[config.mk]
export PLATFORM = sky130hd
export DESIGN_NAME = mac_accum_ctrl
export DESIGN_NICKNAME = d
export VERILOG_FILES = /design/src/rtl/mac_accum_ctrl.sv
export SDC_FILE = /design/constraint.sdc
export NUM_CORES = 1
export LEC_CHECK = 0
export CAP_MARGIN = 20
export CORE_AREA = 4 4 154 156
export DETAILED_ROUTE_END_ITERATION = 12
export DIE_AREA = 0 0 158 160
export GPL_TIMING_DRIVEN = 1
export HOLD_SLACK_MARGIN = 0.06
export PLACE_DENSITY_LB_ADDON = 0.1
export SKIP_LAST_GASP = 1
export SYNTH_ARGS = -nofsm -noshare
export SYNTH_HDL_FRONTEND = slang
export SYNTH_SLANG_ARGS = --single-unit
[constraint.sdc]
create_clock -name clk -period 3.8 [get_ports clk]
set_input_delay 0.38 -clock clk [delete_from_list [all_inputs] [get_ports clk]]
set_output_delay 0.38 -clock clk [all_outputs]
set_load 0.02 [all_outputs]
[src/rtl/mac_accum_ctrl.sv]
// mac_accum_ctrl: sequencer in front of the shared 34-bit carry-lookahead adder.
// Takes signed operand pairs, registers their sign-extended products and feeds them
// with the running accumulator to the external adder. After N_TERMS products it adds
// a round-half-up constant, then presents a saturated DATA_W-bit fixed-point result.
//
// Handshakes: a transfer happens on a rising clk edge where valid and ready are both
// high. The producer holds data stable while valid is high and ready is low. Ready
// never depends on valid on the same interface.
module mac_accum_ctrl #(
    parameter int DATA_W  = 16,
    parameter int ACC_W   = 34,
    parameter int N_TERMS = 4,
    parameter int FRAC_W  = 8
) (
    input  logic              clk,
    input  logic              rst,
    input  logic              in_valid,
    output logic              in_ready,
    input  logic [DATA_W-1:0] in_a,
    input  logic [DATA_W-1:0] in_b,
    output logic [ACC_W-1:0]  add_op_a,
    output logic [ACC_W-1:0]  add_op_b,
    output logic              add_cin,
    input  logic [ACC_W-1:0]  add_sum,
    output logic              out_valid,
    input  logic              out_ready,
    output logic [DATA_W-1:0] out_data,
    output logic              out_sat
);

    localparam int PROD_W = 2 * DATA_W;
    localparam int CNT_W  = $clog2(N_TERMS + 1);

    // FSM encoding
    localparam logic [1:0] ST_ACC = 2'd0;
    localparam logic [1:0] ST_RND = 2'd1;
    localparam logic [1:0] ST_OUT = 2'd2;

    localparam logic [CNT_W-1:0] N_LAST = CNT_W'(N_TERMS);

    // Round-half-up constant: half of one output LSB.
    localparam logic [ACC_W-1:0] RND_K = {{(ACC_W-1){1'b0}}, 1'b1} << (FRAC_W - 1);

    // Output clamp limits, sign-extended to accumulator width.
    localparam logic signed [ACC_W-1:0] SAT_MAX =
        $signed({{(ACC_W-DATA_W+1){1'b0}}, {(DATA_W-1){1'b1}}});
    localparam logic signed [ACC_W-1:0] SAT_MIN =
        $signed({{(ACC_W-DATA_W+1){1'b1}}, {(DATA_W-1){1'b0}}});

    logic [1:0]        state;
    logic [ACC_W-1:0]  acc;
    logic [ACC_W-1:0]  p_reg;
    logic              p_vld;
    logic [CNT_W-1:0]  issued;
    logic [CNT_W-1:0]  done;

    logic                     in_hs;
    logic                     out_hs;
    logic signed [PROD_W-1:0] prod;
    logic [ACC_W-1:0]         prod_ext;
    logic signed [ACC_W-1:0]  shifted;
    logic                     over_hi;
    logic                     over_lo;

    // Product and its sign extension to the adder width.
    always_comb begin
        prod     = $signed(in_a) * $signed(in_b);
        prod_ext = {{(ACC_W-PROD_W){prod[PROD_W-1]}}, prod};
    end

    // Handshake qualifiers; input side is only open while terms remain in the batch.
    always_comb begin
        in_ready = (state == ST_ACC) && (issued < N_LAST);
        in_hs    = in_valid && in_ready;
        out_hs   = out_valid && out_ready;
    end

    // Adder operand selection; carry-in is never used.
    always_comb begin
        add_op_a = acc;
        add_cin  = 1'b0;
        add_op_b = '0;
        if (state == ST_ACC && p_vld) begin
            add_op_b = p_reg;
        end else if (state == ST_RND) begin
            add_op_b = RND_K;
        end
    end

    // Scale down the rounded accumulator and clamp to the signed output range.
    always_comb begin
        shifted   = $signed(acc) >>> FRAC_W;
        over_hi   = shifted > SAT_MAX;
        over_lo   = shifted < SAT_MIN;
        out_valid = (state == ST_OUT);
        out_data  = '0;
        out_sat   = 1'b0;
        if (out_valid) begin
            if (over_hi) begin
                out_data = {1'b0, {(DATA_W-1){1'b1}}};
                out_sat  = 1'b1;
            end else if (over_lo) begin
                out_data = {1'b1, {(DATA_W-1){1'b0}}};
                out_sat  = 1'b1;
            end else begin
                out_data = shifted[DATA_W-1:0];
            end
        end
    end

    // Product pipeline register: one operand pair per cycle, bubble when idle.
    always_ff @(posedge clk or posedge rst) begin
        if (rst) begin
            p_reg  <= '0;
            p_vld  <= 1'b0;
            issued <= '0;
        end else begin
            p_vld <= in_hs;
            if (in_hs) begin
                p_reg  <= prod_ext;
                issued <= issued + 1'b1;
            end
            if (out_hs) begin
                issued <= '0;
            end
        end
    end

    // Batch FSM and accumulator write-back from the adder.
    always_ff @(posedge clk or posedge rst) begin
        if (rst) begin
            state <= ST_ACC;
            acc   <= '0;
            done  <= '0;
        end else begin
            case (state)
                ST_ACC: begin
                    if (p_vld) begin
                        acc  <= add_sum;
                        done <= done + 1'b1;
                        if (done + 1'b1 == N_LAST) begin
                            state <= ST_RND;
                        end
                    end
                end
                ST_RND: begin
                    acc   <= add_sum;
                    state <= ST_OUT;
                end
                ST_OUT: begin
                    if (out_ready) begin
                        acc   <= '0;
                        done  <= '0;
                        state <= ST_ACC;
                    end
                end
                default: begin
                    state <= ST_ACC;
                end
            endcase
        end
    end

endmodule

==> results of run 1 <==
-- final cells by class --
type / count / area share
repair buffers: 418 / 0.216
inverters: 322 / 0.0652
clock inverters: 5 / 0.00327
well taps: 285 / 0.0190
clock buffers: 11 / 0.0130
multi-input cells: 1042 / 0.584
flip-flops and latches: 75 / 0.100
-- cell usage in the layout, fill, tap and decap left out, drive strengths merged, types with 2 or more instances in the layout --
cell type | Yosys | layout
and2 | 149 | 149
xor2 | 10 | 10
o211ai | 2 | 2
a31o | 2 | 2
clkdlybuf4s50 | 0 | 125
dlygate4sd2 | 0 | 2
o21bai | 2 | 2
bufbuf | 0 | 3
o21ai | 42 | 42
nor3b | 3 | 3
xnor2 | 22 | 22
buf | 8 | 279
nand4 | 3 | 3
and3 | 4 | 4
nand2b | 9 | 9
a31oi | 5 | 5
a211oi | 5 | 5
clkbuf | 50 | 20
a2111oi | 4 | 4
inv | 321 | 322
a21oi | 29 | 29
ha | 85 | 85
nand3 | 40 | 40
or3 | 2 | 2
dfrtp | 75 | 75
nor3 | 2 | 2
o31ai | 4 | 4
o21a | 2 | 2
a211o | 3 | 3
nor2 | 63 | 63
a21boi | 2 | 2
a21o | 11 | 11
fa | 262 | 262
nor2b | 3 | 3
nor4 | 4 | 4
nand2 | 254 | 254
clkinvlp | 0 | 3
-- final timing paths --
path / startpoint / to / slack (ns) / depth (start not counted)
max in group asynchronous: rst / p_reg[20] / 2.49 / 3
worst max register to register: state[0] / p_reg[30] / 1.54 / 5
worst max-delay path: in_a[15] / p_reg[31] / -1.91 / 24
worst min-delay path: add_op_a[7] / add_op_a[7] / 0.46 / 2
min in group asynchronous: rst / add_op_a[23] / 0.47 / 2
worst min register to register: add_op_a[7] / add_op_a[7] / 0.46 / 2
-- cells by family after synthesis --
kind of cell / after synthesis / synth area share
multiplexers: 2 / 0.00160
adder cells (fa/ha/maj): 347 / 0.474
other: 1 / 0.000282
XOR/XNOR: 32 / 0.0211
AND/OR/NAND/NOR: 540 / 0.192
AO/OA/AOI/OAI: 120 / 0.0611
buffers and inverters: 380 / 0.109
flip-flops: 75 / 0.141
-- routing by layer --
layer	global-route usage	up-vias	share of wire
met2	0.583	476	0.53
met3	0.0450	203	0.049
met1	0.365	5834	0.35
met5	0	-	0
met4	0.157	0	0.069
li1	-	5211	-
-- per-stage QoR --
step,util,cells,hold WS [ns],setup TNS [ns]
finish,0.838,2158,0.463,-34.98
detailed placement,0.755,2054,0.456,-54.99
global route,0.838,2158,0.497,-39.37
CTS,0.822,2142,0.468,-34.14
global placement,0.755,2054,0.448,-53.30
floorplan,-,1497,0.430,-29.40
-- what timing repair did --
action / in CTS / in global routing
cloned: 8 / 1
pin swaps: 149 / 88
gates resized for setup: 273 / 91
buffers inserted: 64 / 22
endpoints found under the setup margin: 26 / 26
-- tightest hold or removal path: stages (launching register included) --
cell and delay, ns:
dfrtp_1 0.33, nand2_1 0.05, nand2_1 0.05
==> reports/metrics.csv, run 1 <==
stage,metric,value,unit
routing,drtAntennaViolNets,0,
layout,multiInputGateArea,10900,sq um
routing,drt-initial-drc-count,796,
min_path,min_path_type,reg -> reg,
layout,drive_above_1_share,0.273,
cts,cts.sinks,75,
logic_synthesis,synthTopCellsByCount,"321 x inv_1, 262 x fa_1, 253 x nand2_1",
layout,largest_reg_flops,34,
die,die_w,158,um
logic_synthesis,syn_avg_cell_area,8.89,sq um
worst_setup_path,cp_cell_sequence,buf_12 -> buf_12 -> and2_4 -> fa_2 -> buf_6 -> inv_4 -> fa_1 -> inv_1 -> fa_1 -> fa_1 -> fa_1 -> inv_1 -> fa_1 -> inv_1 -> ha_4 -> nand2_4 -> o21ai_2 -> a221oi_2 -> nor2b_2 -> buf_4 -> nor4_4 -> o41ai_2 -> xnor2_1 -> o21ai_1,
logic_synthesis,yosysMostFrequentCell,inv_1,
layout,final_net_count,2285,
worst_setup_path,path_common_cell,fa_1,
logic_synthesis,netlist_top_cells_area,"fa_1 39%, dfrtp_1 14%, inv_1 9.1%",
sta,finalSetupViolCount,25,
place,dp_hpwl,28.2,mm
logic_synthesis,synth_flop_cell,dfrtp_1,
global_routing,track_usage,0.321,
cts,cts_tree,done,
worst_setup_path,slowest_stage,fa_2,
worst_setup_path,path_max_fanout,5,
routing,wl,39.9,mm
sta,clock_skew,0.00715,ns
die,std_cell_rows,55,
cts,cts-root-buf,clkbuf_16,
sta,slew_headroom,0.475,
logic_synthesis,yosysTopAreaCell,fa_1,
logic_synthesis,syn_inst,1497,
logic_synthesis,synth_area,13300,sq um
global_routing,grt-ovfl-total,0,
sta,setup_ws,-1.91,ns
logic_synthesis,synth_cell_type_count,65,
layout,regArea,1880,sq um
worst_setup_path,start_kind,primary input,
flow_run,cap_viol_max_count,0,
worst_setup_path,criticalPathCategory,in -> reg,
worst_setup_path,worst-path-buf-inv,8,
global_routing,grt_pass1_wl,64.2,mm
worst_setup_path,crit_path_end_kind,flip-flop,
logic_synthesis,synth_top_area_share,0.394,
die,io_pins,158,
layout,antenna_cells,0,
worst_setup_path,arrival,5.92,ns
layout,final_area,18700,sq um
routing,drc,0,
logic_synthesis,synth-warning-count,0,
cts,clock_path_buffers,2,
layout,area_growth_syn_to_layout,40.9,%
sta,fin_crit_sh,1.50,
worst_setup_path,crit_required,4.01,ns
global_routing,grt_max_degree,37,
logic_synthesis,synth-seq-area-share,0.141,
cts,clock_latency,0.33,ns
routing,vias,11724,
place,globalplace.congestion,0.917,
place,place_area,16900,sq um
cts,worst_setup_hold_path_clk_slew,0.06,ns
logic_synthesis,synthesis.nets,1914,
sta,maxSlewViolCount,0,
place,portBuffers,156,
status,status,finished with violations,
sta,worst_pin_slew,0.784,ns
sta,post-route-min-period,5.71,ns
logic_synthesis,ys_seq_elements,75,
die,die_h,160,um
status,failed_checks,negative setup slack,
layout,fillers,1180,
die,coreArea,22400,sq um
routing,drtPass1Iterations,6,
cts,hold_buffers,0,
sta,hold_viol,0,
cts,numCtsBuffers,9,
global_routing,grt_antenna_before_repair,0,
sta,rsz0062_at_grt,true,
worst_setup_path,critPathMaxStageDelay,0.62,ns
logic_synthesis,synth_edf_count,0,
logic_synthesis,async_reset_ff_frac,1.00,
die,start_util,0.595,
global_routing,grt_pass1_vias,13181,
sta,max_freq,175,MHz
worst_setup_path,crit_family,adder cells,
routing,routedWlPerCell,18.5,um
routing,drt-vias-per-instance,5.43,
cts,cts-htree-levels,3,
die,floorplan.die_area,25300,sq um
place,pre_cts_ws,-2.60,ns
Power of run 1 is not shown: default switching activity piles up to over one toggle a cycle in this logic, so the estimate is an artifact.
==> run 2: changes to the inputs <==
CORE_AREA = 4 4 111 218   (was 4 4 154 156)
DIE_AREA = 0 0 115 222   (was 0 0 158 160)
==> run 2 against run 1 <==
  * The run still ends with negative setup slack left
  * Fmax down 0.71%
  * Via count up 2.0%
  * Clock skew up 0.0031 ns
  * Critical path depth down 1
  * Cell count up 0.14%
  * Hold slack worse by 0.15 ns
  * Count of clock-buffer cells in the layout down 2
  * Die area up 0.99%
==> reports/metrics.csv, run 2 (synthesized netlist as in run 1, its figures left out) <==
stage,metric,value,unit,change
layout,layout_common_cells,"279 x inv_1, 240 x fa_1, 234 x nand2_1",,
status,failed_checks,negative setup slack,,
worst_setup_path,crit_path_end_kind,flip-flop,,
worst_setup_path,reg2reg_depth,6,,+1
layout,final_net_count,2293,,+0.35%
die,die_h,222,um,+39%
global_routing,grt_pass1_vias,13468,,+2.2%
worst_setup_path,path_common_cell,fa_1,,
sta,fin_tns_setup,-36.70,ns,-1.72 ns
worst_setup_path,cp-endpoint,p_reg[30],,
sta,post-route-min-period,5.75,ns,+0.0408 ns
sta,maxSlewViolCount,0,,unchanged
status,status,finished with violations,,
die,std_cell_rows,78,,+42%
worst_setup_path,startpoint,in_b[9],,
sta,worst_pin_slew,0.571,ns,-0.213 ns
global_routing,grt-ovfl-total,0,,unchanged
routing,routedWlPerCell,20.8,um,+12%
cts,cts.sinks,75,,unchanged
global_routing,track_usage,0.359,,+0.0381
cts,numCtsBuffers,9,,unchanged
cts,clock_latency,0.37,ns,+0.04 ns
routing,drtPass1Iterations,5,,-1
worst_setup_path,arrival,6.07,ns,+0.15 ns
flow_run,cap_viol_max_count,0,,unchanged
place,pre_cts_ws,-2.68,ns,-0.0873 ns
routing,drtAntennaViolNets,0,,unchanged
worst_setup_path,timing.rr.end,add_op_a[0],,
sta,hold_viol,0,,unchanged
worst_setup_path,critPathMaxStageDelay,0.54,ns,-0.08 ns
die,coreArea,22600,sq um,+1.2%
worst_setup_path,crit_required,4.12,ns,+0.11 ns
die,die_w,115,um,-27%
place,dp_hpwl,32.8,mm,+16%
worst_setup_path,cp_num_cells,23,,-4.2%
place,globalplace.congestion,0.958,,+4.5%
sta,finalSetupViolCount,26,,+4.0%
place,portBuffers,156,,unchanged
sta,fin_crit_sh,1.51,,+0.0107
worst_setup_path,criticalPathCategory,in -> reg,,
die,io_pins,158,,unchanged
layout,final_common_cell,inv_1,,
global_routing,grt_antenna_before_repair,0,,unchanged
die,start_util,0.588,,-0.00727
layout,largest_reg_flops,34,,unchanged
worst_setup_path,start_kind,primary input,,
worst_setup_path,slowest_stage,fa_1,,
cts,cts-htree-levels,3,,unchanged
global_routing,grt_max_degree,38,,+2.7%
layout,area_growth_syn_to_layout,40.4,%,
global_routing,grt_pass1_wl,68.8,mm,+7.2%
sta,clock_skew,0.0102,ns,+0.00310 ns
die,floorplan.die_area,25500,sq um,+0.99%
sta,max_freq,174,MHz,-0.71%
worst_setup_path,crit_family,adder cells,,
worst_setup_path,rrSetupSlack,1.64,ns,+0.10 ns
routing,wl,44.9,mm,+13%
worst_setup_path,r2r-start,state[0],,
routing,drc,0,,unchanged
cts,worst_setup_hold_path_clk_slew,0.08,ns,+0.02 ns
worst_setup_path,worst-path-buf-inv,7,,-1
worst_setup_path,path_max_fanout,5,,unchanged
cts,clock_path_buffers,2,,unchanged
sta,setup_ws,-1.95,ns,-0.0408 ns
layout,final_util,0.825,,-0.0131
layout,drive_above_1_share,0.279,,+0.00575
worst_setup_path,cp_cell_sequence,clkdlybuf4s15_2 -> buf_4 -> buf_4 -> nand2_1 -> fa_1 -> fa_1 -> fa_2 -> fa_1 -> inv_1 -> fa_1 -> inv_2 -> fa_1 -> inv_2 -> ha_4 -> buf_4 -> a21oi_2 -> o21ai_1 -> a31oi_2 -> a21boi_2 -> a31o_1 -> a41o_1 -> or4_1 -> nand3_1,,
routing,vias,11958,,+2.0%
routing,drt-initial-drc-count,709,,-11%
cts,hold_buffers,0,,unchanged
sta,slew_headroom,0.619,,+0.144
sta,rsz0062_at_grt,true,,
min_path,min_path_type,in -> async,,
cts,cts_tree,done,,
routing,drt-vias-per-instance,5.53,,+1.9%
layout,antenna_cells,0,,unchanged
cts,cts-root-buf,clkbuf_16,,
[run 2: cell types whose count changed in the layout (fill, tap and decap cells not counted), moves of 4 or more]
| cell | before | now |
|---|---|---|
| and2_1 | 130 | 122 |
| and2_4 | 19 | 27 |
| buf_2 | 14 | 10 |
| buf_6 | 68 | 62 |
| buf_4 | 174 | 193 |
| nand2_4 | 10 | 6 |
[run 2: timing repair]
item,in CTS,in global routing
pin swaps,126,86
resized for setup,251,99
setup endpoints to repair,26,26
buffers inserted,63,21
gates cloned,11,0
hold endpoints to repair,0,0
[run 2: area by class of cell]
type | instances | area [sq um]
Sequential cell | 75 | 1880
Multi-Input combinational cell | 1042 | 10800
Timing Repair inverter | 1 | 7.51
Fill cell | 1383 | 3970
Timing Repair Buffer | 425 | 4090
Clock buffer | 9 | 225
Clock inverter | 7 | 70.1
Inverter | 322 | 1220
Tap cell | 280 | 350
[run 2: through the flow]
step           instances  area, sq um  hold WS (ns)
2_1_floorplan       1497        13900         0.430
3_3_place_gp        2058        17000         0.440
3_5_place_dp        2058        17000         0.460
4_1_cts             2147        18400         0.310
5_1_grt             2161        18700         0.325
6_report            2161        18700         0.309
[run 2: routing by layer]
layer  up-vias  global-route usage  wire length [um]
met1      5848               0.302             12100
met2       583               0.657             24000
met5         -                   0                 0
met3       310              0.0743              3020
met4         0               0.332              5710
li1       5217                   -                 -
[run 2: worst min-delay path by stage]
stage | startpoint | to | slack, ns | cells past startpoint
finish | rst | state[0] | 0.31 | 2
global route | rst | state[0] | 0.33 | 2
CTS | rst | state[0] | 0.31 | 2
detailed placement | p_reg[4] | p_reg[4] | 0.46 | 2
global placement | p_reg[0] | p_reg[0] | 0.44 | 2
floorplan | p_reg[0] | p_reg[0] | 0.43 | 2
Power of run 2 is left out for the same reason.
==> run 3: changes to the inputs <==
CORE_AREA = 4 4 134 265   (was 4 4 111 218)
CTS_CLUSTER_SIZE = 10   (was default)
DIE_AREA = 0 0 138 269   (was 0 0 115 222)
==> run 3 against run 2 <==
  * Sequential share of layout area hardly changed
  * Die area rose by 45%
  * Utilization shrank 27 points
  * Worst setup slack improved by 0.022 ns
  * The run still ends with negative setup slack left
  * Fmax grew 0.38%
  * Clock skew rose by 0.0028 ns
  * Via count is 6.6% lower
  * First-iteration DRC count shrank 50%
  * Critical path depth grew 1
  * Count of clock-buffer cells in the layout stayed put
  * Largest cell class unchanged
  * Register-to-register slack about the same
==> reports/metrics.csv, run 3 (synthesized netlist as in run 1, its figures left out) <==
stage,metric,value,unit,change
die,floorplan.die_area,37100,sq um,+45%
cts,cts.sinks,75,,unchanged
die,die_w,138,um,+20%
layout,largest_reg_flops,34,,unchanged
cts,clock_latency,0.36,ns,about the same
layout,layout_common_cells,"289 x inv_1, 240 x fa_1, 236 x nand2_1",,
worst_setup_path,cp_cell_sequence,buf_6 -> buf_6 -> buf_6 -> and2_4 -> fa_1 -> inv_1 -> fa_1 -> inv_1 -> fa_1 -> inv_1 -> fa_1 -> inv_2 -> fa_1 -> fa_1 -> ha_4 -> o21ai_4 -> a2111oi_4 -> nand3_2 -> a31oi_4 -> buf_6 -> nor4_4 -> or3_1 -> xor2_1 -> o21ai_1,,
place,pre_cts_ws,-2.89,ns,-0.208 ns
worst_setup_path,path_common_cell,fa_1,,
cts,clock_path_buffers,2,,unchanged
cts,cts-root-buf,clkbuf_16,,
worst_setup_path,crit_required,4.05,ns,-0.07 ns
sta,finalSetupViolCount,25,,-3.8%
layout,antenna_cells,0,,unchanged
layout,final_common_cell,inv_1,,
die,die_h,269,um,+21%
flow_run,cap_viol_max_count,0,,unchanged
sta,maxSlewViolCount,0,,unchanged
place,portBuffers,156,,unchanged
status,failed_checks,negative setup slack,,
place,dp.cells,2207,,+7.2%
worst_setup_path,path_max_fanout,4,,-1
cts,cts_tree,done,,
global_routing,grt_antenna_before_repair,0,,unchanged
worst_setup_path,arrival,5.98,ns,-0.09 ns
place,globalplace.congestion,0.910,,-5.0%
cts,cts-htree-levels,3,,unchanged
global_routing,track_usage,0.236,,-0.123
layout,area_growth_syn_to_layout,39.9,%,
sta,worst_pin_slew,0.919,ns,+0.348 ns
die,std_cell_rows,95,,+22%
sta,slew_headroom,0.387,,-0.231
die,start_util,0.397,,-0.191
global_routing,met2_usage,0.486,,-0.171
worst_setup_path,slowest_stage,fa_1,,
sta,setup_ws,-1.93,ns,+0.0219 ns
sta,max_freq,174,MHz,+0.38%
worst_setup_path,start_kind,primary input,,
global_routing,gr-usage-met3,0.0250,,-0.0493
sta,hold_viol,0,,unchanged
cts,numCtsBuffers,9,,unchanged
worst_setup_path,crit_path_end_kind,flip-flop,,
layout,drive_above_1_share,0.262,,-0.0176
sta,clock_skew,0.0131,ns,+0.00282 ns
routing,drtPass1Iterations,4,,-1
worst_setup_path,worst-path-buf-inv,8,,+1
global_routing,grt_pass1_wl,67.0,mm,-2.6%
sta,fin_crit_sh,1.51,,-0.00576
routing,drc,0,,unchanged
place,dp_hpwl,34.3,mm,+4.5%
routing,drt-vias-per-instance,4.85,,-12%
layout,final_cells,2302,,+6.5%
routing,vias,11167,,-6.6%
sta,rsz0062_at_grt,true,,
global_routing,met1_usage,0.194,,-0.108
die,coreArea,33500,sq um,+48%
global_routing,grt_pass1_vias,12738,,-5.4%
sta,post-route-min-period,5.73,ns,-0.0219 ns
routing,wl,41.6,mm,-7.3%
global_routing,grt_max_degree,52,,+37%
cts,hold_buffers,0,,unchanged
min_path,min_path_type,reg -> reg,,
global_routing,grt-ovfl-total,0,,unchanged
worst_setup_path,criticalPathCategory,in -> reg,,
layout,fillers,3161,,+130%
worst_setup_path,crit_family,adder cells,,
routing,drtAntennaViolNets,0,,unchanged
worst_setup_path,critPathMaxStageDelay,0.52,ns,-0.02 ns
layout,final_net_count,2278,,-0.65%
status,status,finished with violations,,
die,io_pins,158,,unchanged
routing,routedWlPerCell,18.1,um,-13%
global_routing,top_usage_layer,met2,,
routing,drt-initial-drc-count,352,,-50%
cts,worst_setup_hold_path_clk_slew,0.08,ns,about the same
layout,final_util,0.555,,-0.270
-- run 3: cell types whose count changed in the layout (fill, tap and decap cells not counted), sizes merged --
cell | before | now
clkinvlp | 3 | 2
bufbuf | 4 | 0
clkbuf | 14 | 13
inv | 322 | 324
clkdlybuf4s15 | 2 | 4
clkinv | 5 | 3
buf | 287 | 278
dlygate4sd2 | 2 | 0
-- run 3: final timing paths --
| path | from | cells past startpoint | endpoint | slack [ns] |
|---|---|---|---|---|
| worst max-delay path | in_b[5] | 24 | p_reg[29] | -1.93 |
| worst min-delay path | p_reg[0] | 2 | p_reg[0] | 0.46 |
| worst max register to register | state[1] | 5 | issued[1] | 1.63 |
| worst min register to register | p_reg[0] | 2 | p_reg[0] | 0.46 |
| max in group asynchronous | rst | 3 | p_reg[4] | 2.53 |
| min in group asynchronous | rst | 2 | p_reg[20] | 0.49 |
-- run 3: tightest hold or removal path: stages (launching register included) --
cell	delay [ns]
dfrtp_1	0.34
nand2_1	0.05
nand2_1	0.05
-- run 3: layout make-up --
class | count | area [sq um] | share of cell area
clock buffers | 9 | 225 | 0.0121
clock inverters | 7 | 65.1 | 0.00350
inverters | 322 | 1220 | 0.0655
multi-input cells | 1042 | 10800 | 0.580
flip-flops and latches | 75 | 1880 | 0.101
well taps | 436 | 546 | 0.0293
repair buffers | 411 | 3890 | 0.209
-- run 3: metrics by stage --
| stage | setup TNS [ns] | cell area (sq um) | hold slack, ns |
|---|---|---|---|
| after detailed placement | -56.98 | 17100 | 0.452 |
| after global routing | -39.83 | 18600 | 0.481 |
| after floorplan | -29.40 | 13900 | 0.430 |
| after global placement | -55.59 | 17100 | 0.449 |
| after CTS | -36.22 | 18300 | 0.466 |
| final | -35.32 | 18600 | 0.461 |
-- run 3: routing by layer --
layer / wire length (um) / vias up
li1: - / 5189
met3: 1040 / 137
met5: 0 / -
met4: 4280 / 0
met2: 24500 / 267
met1: 11800 / 5574
-- run 3: timing repair --
item,4_1_cts,5_1_grt
endpoints found under the hold margin,0,0
resized for setup,236,82
endpoints found under the setup margin,26,26
buffers inserted,73,9
cloned,2,0
pin swaps,124,57
Power of run 3 is left out for the same reason.
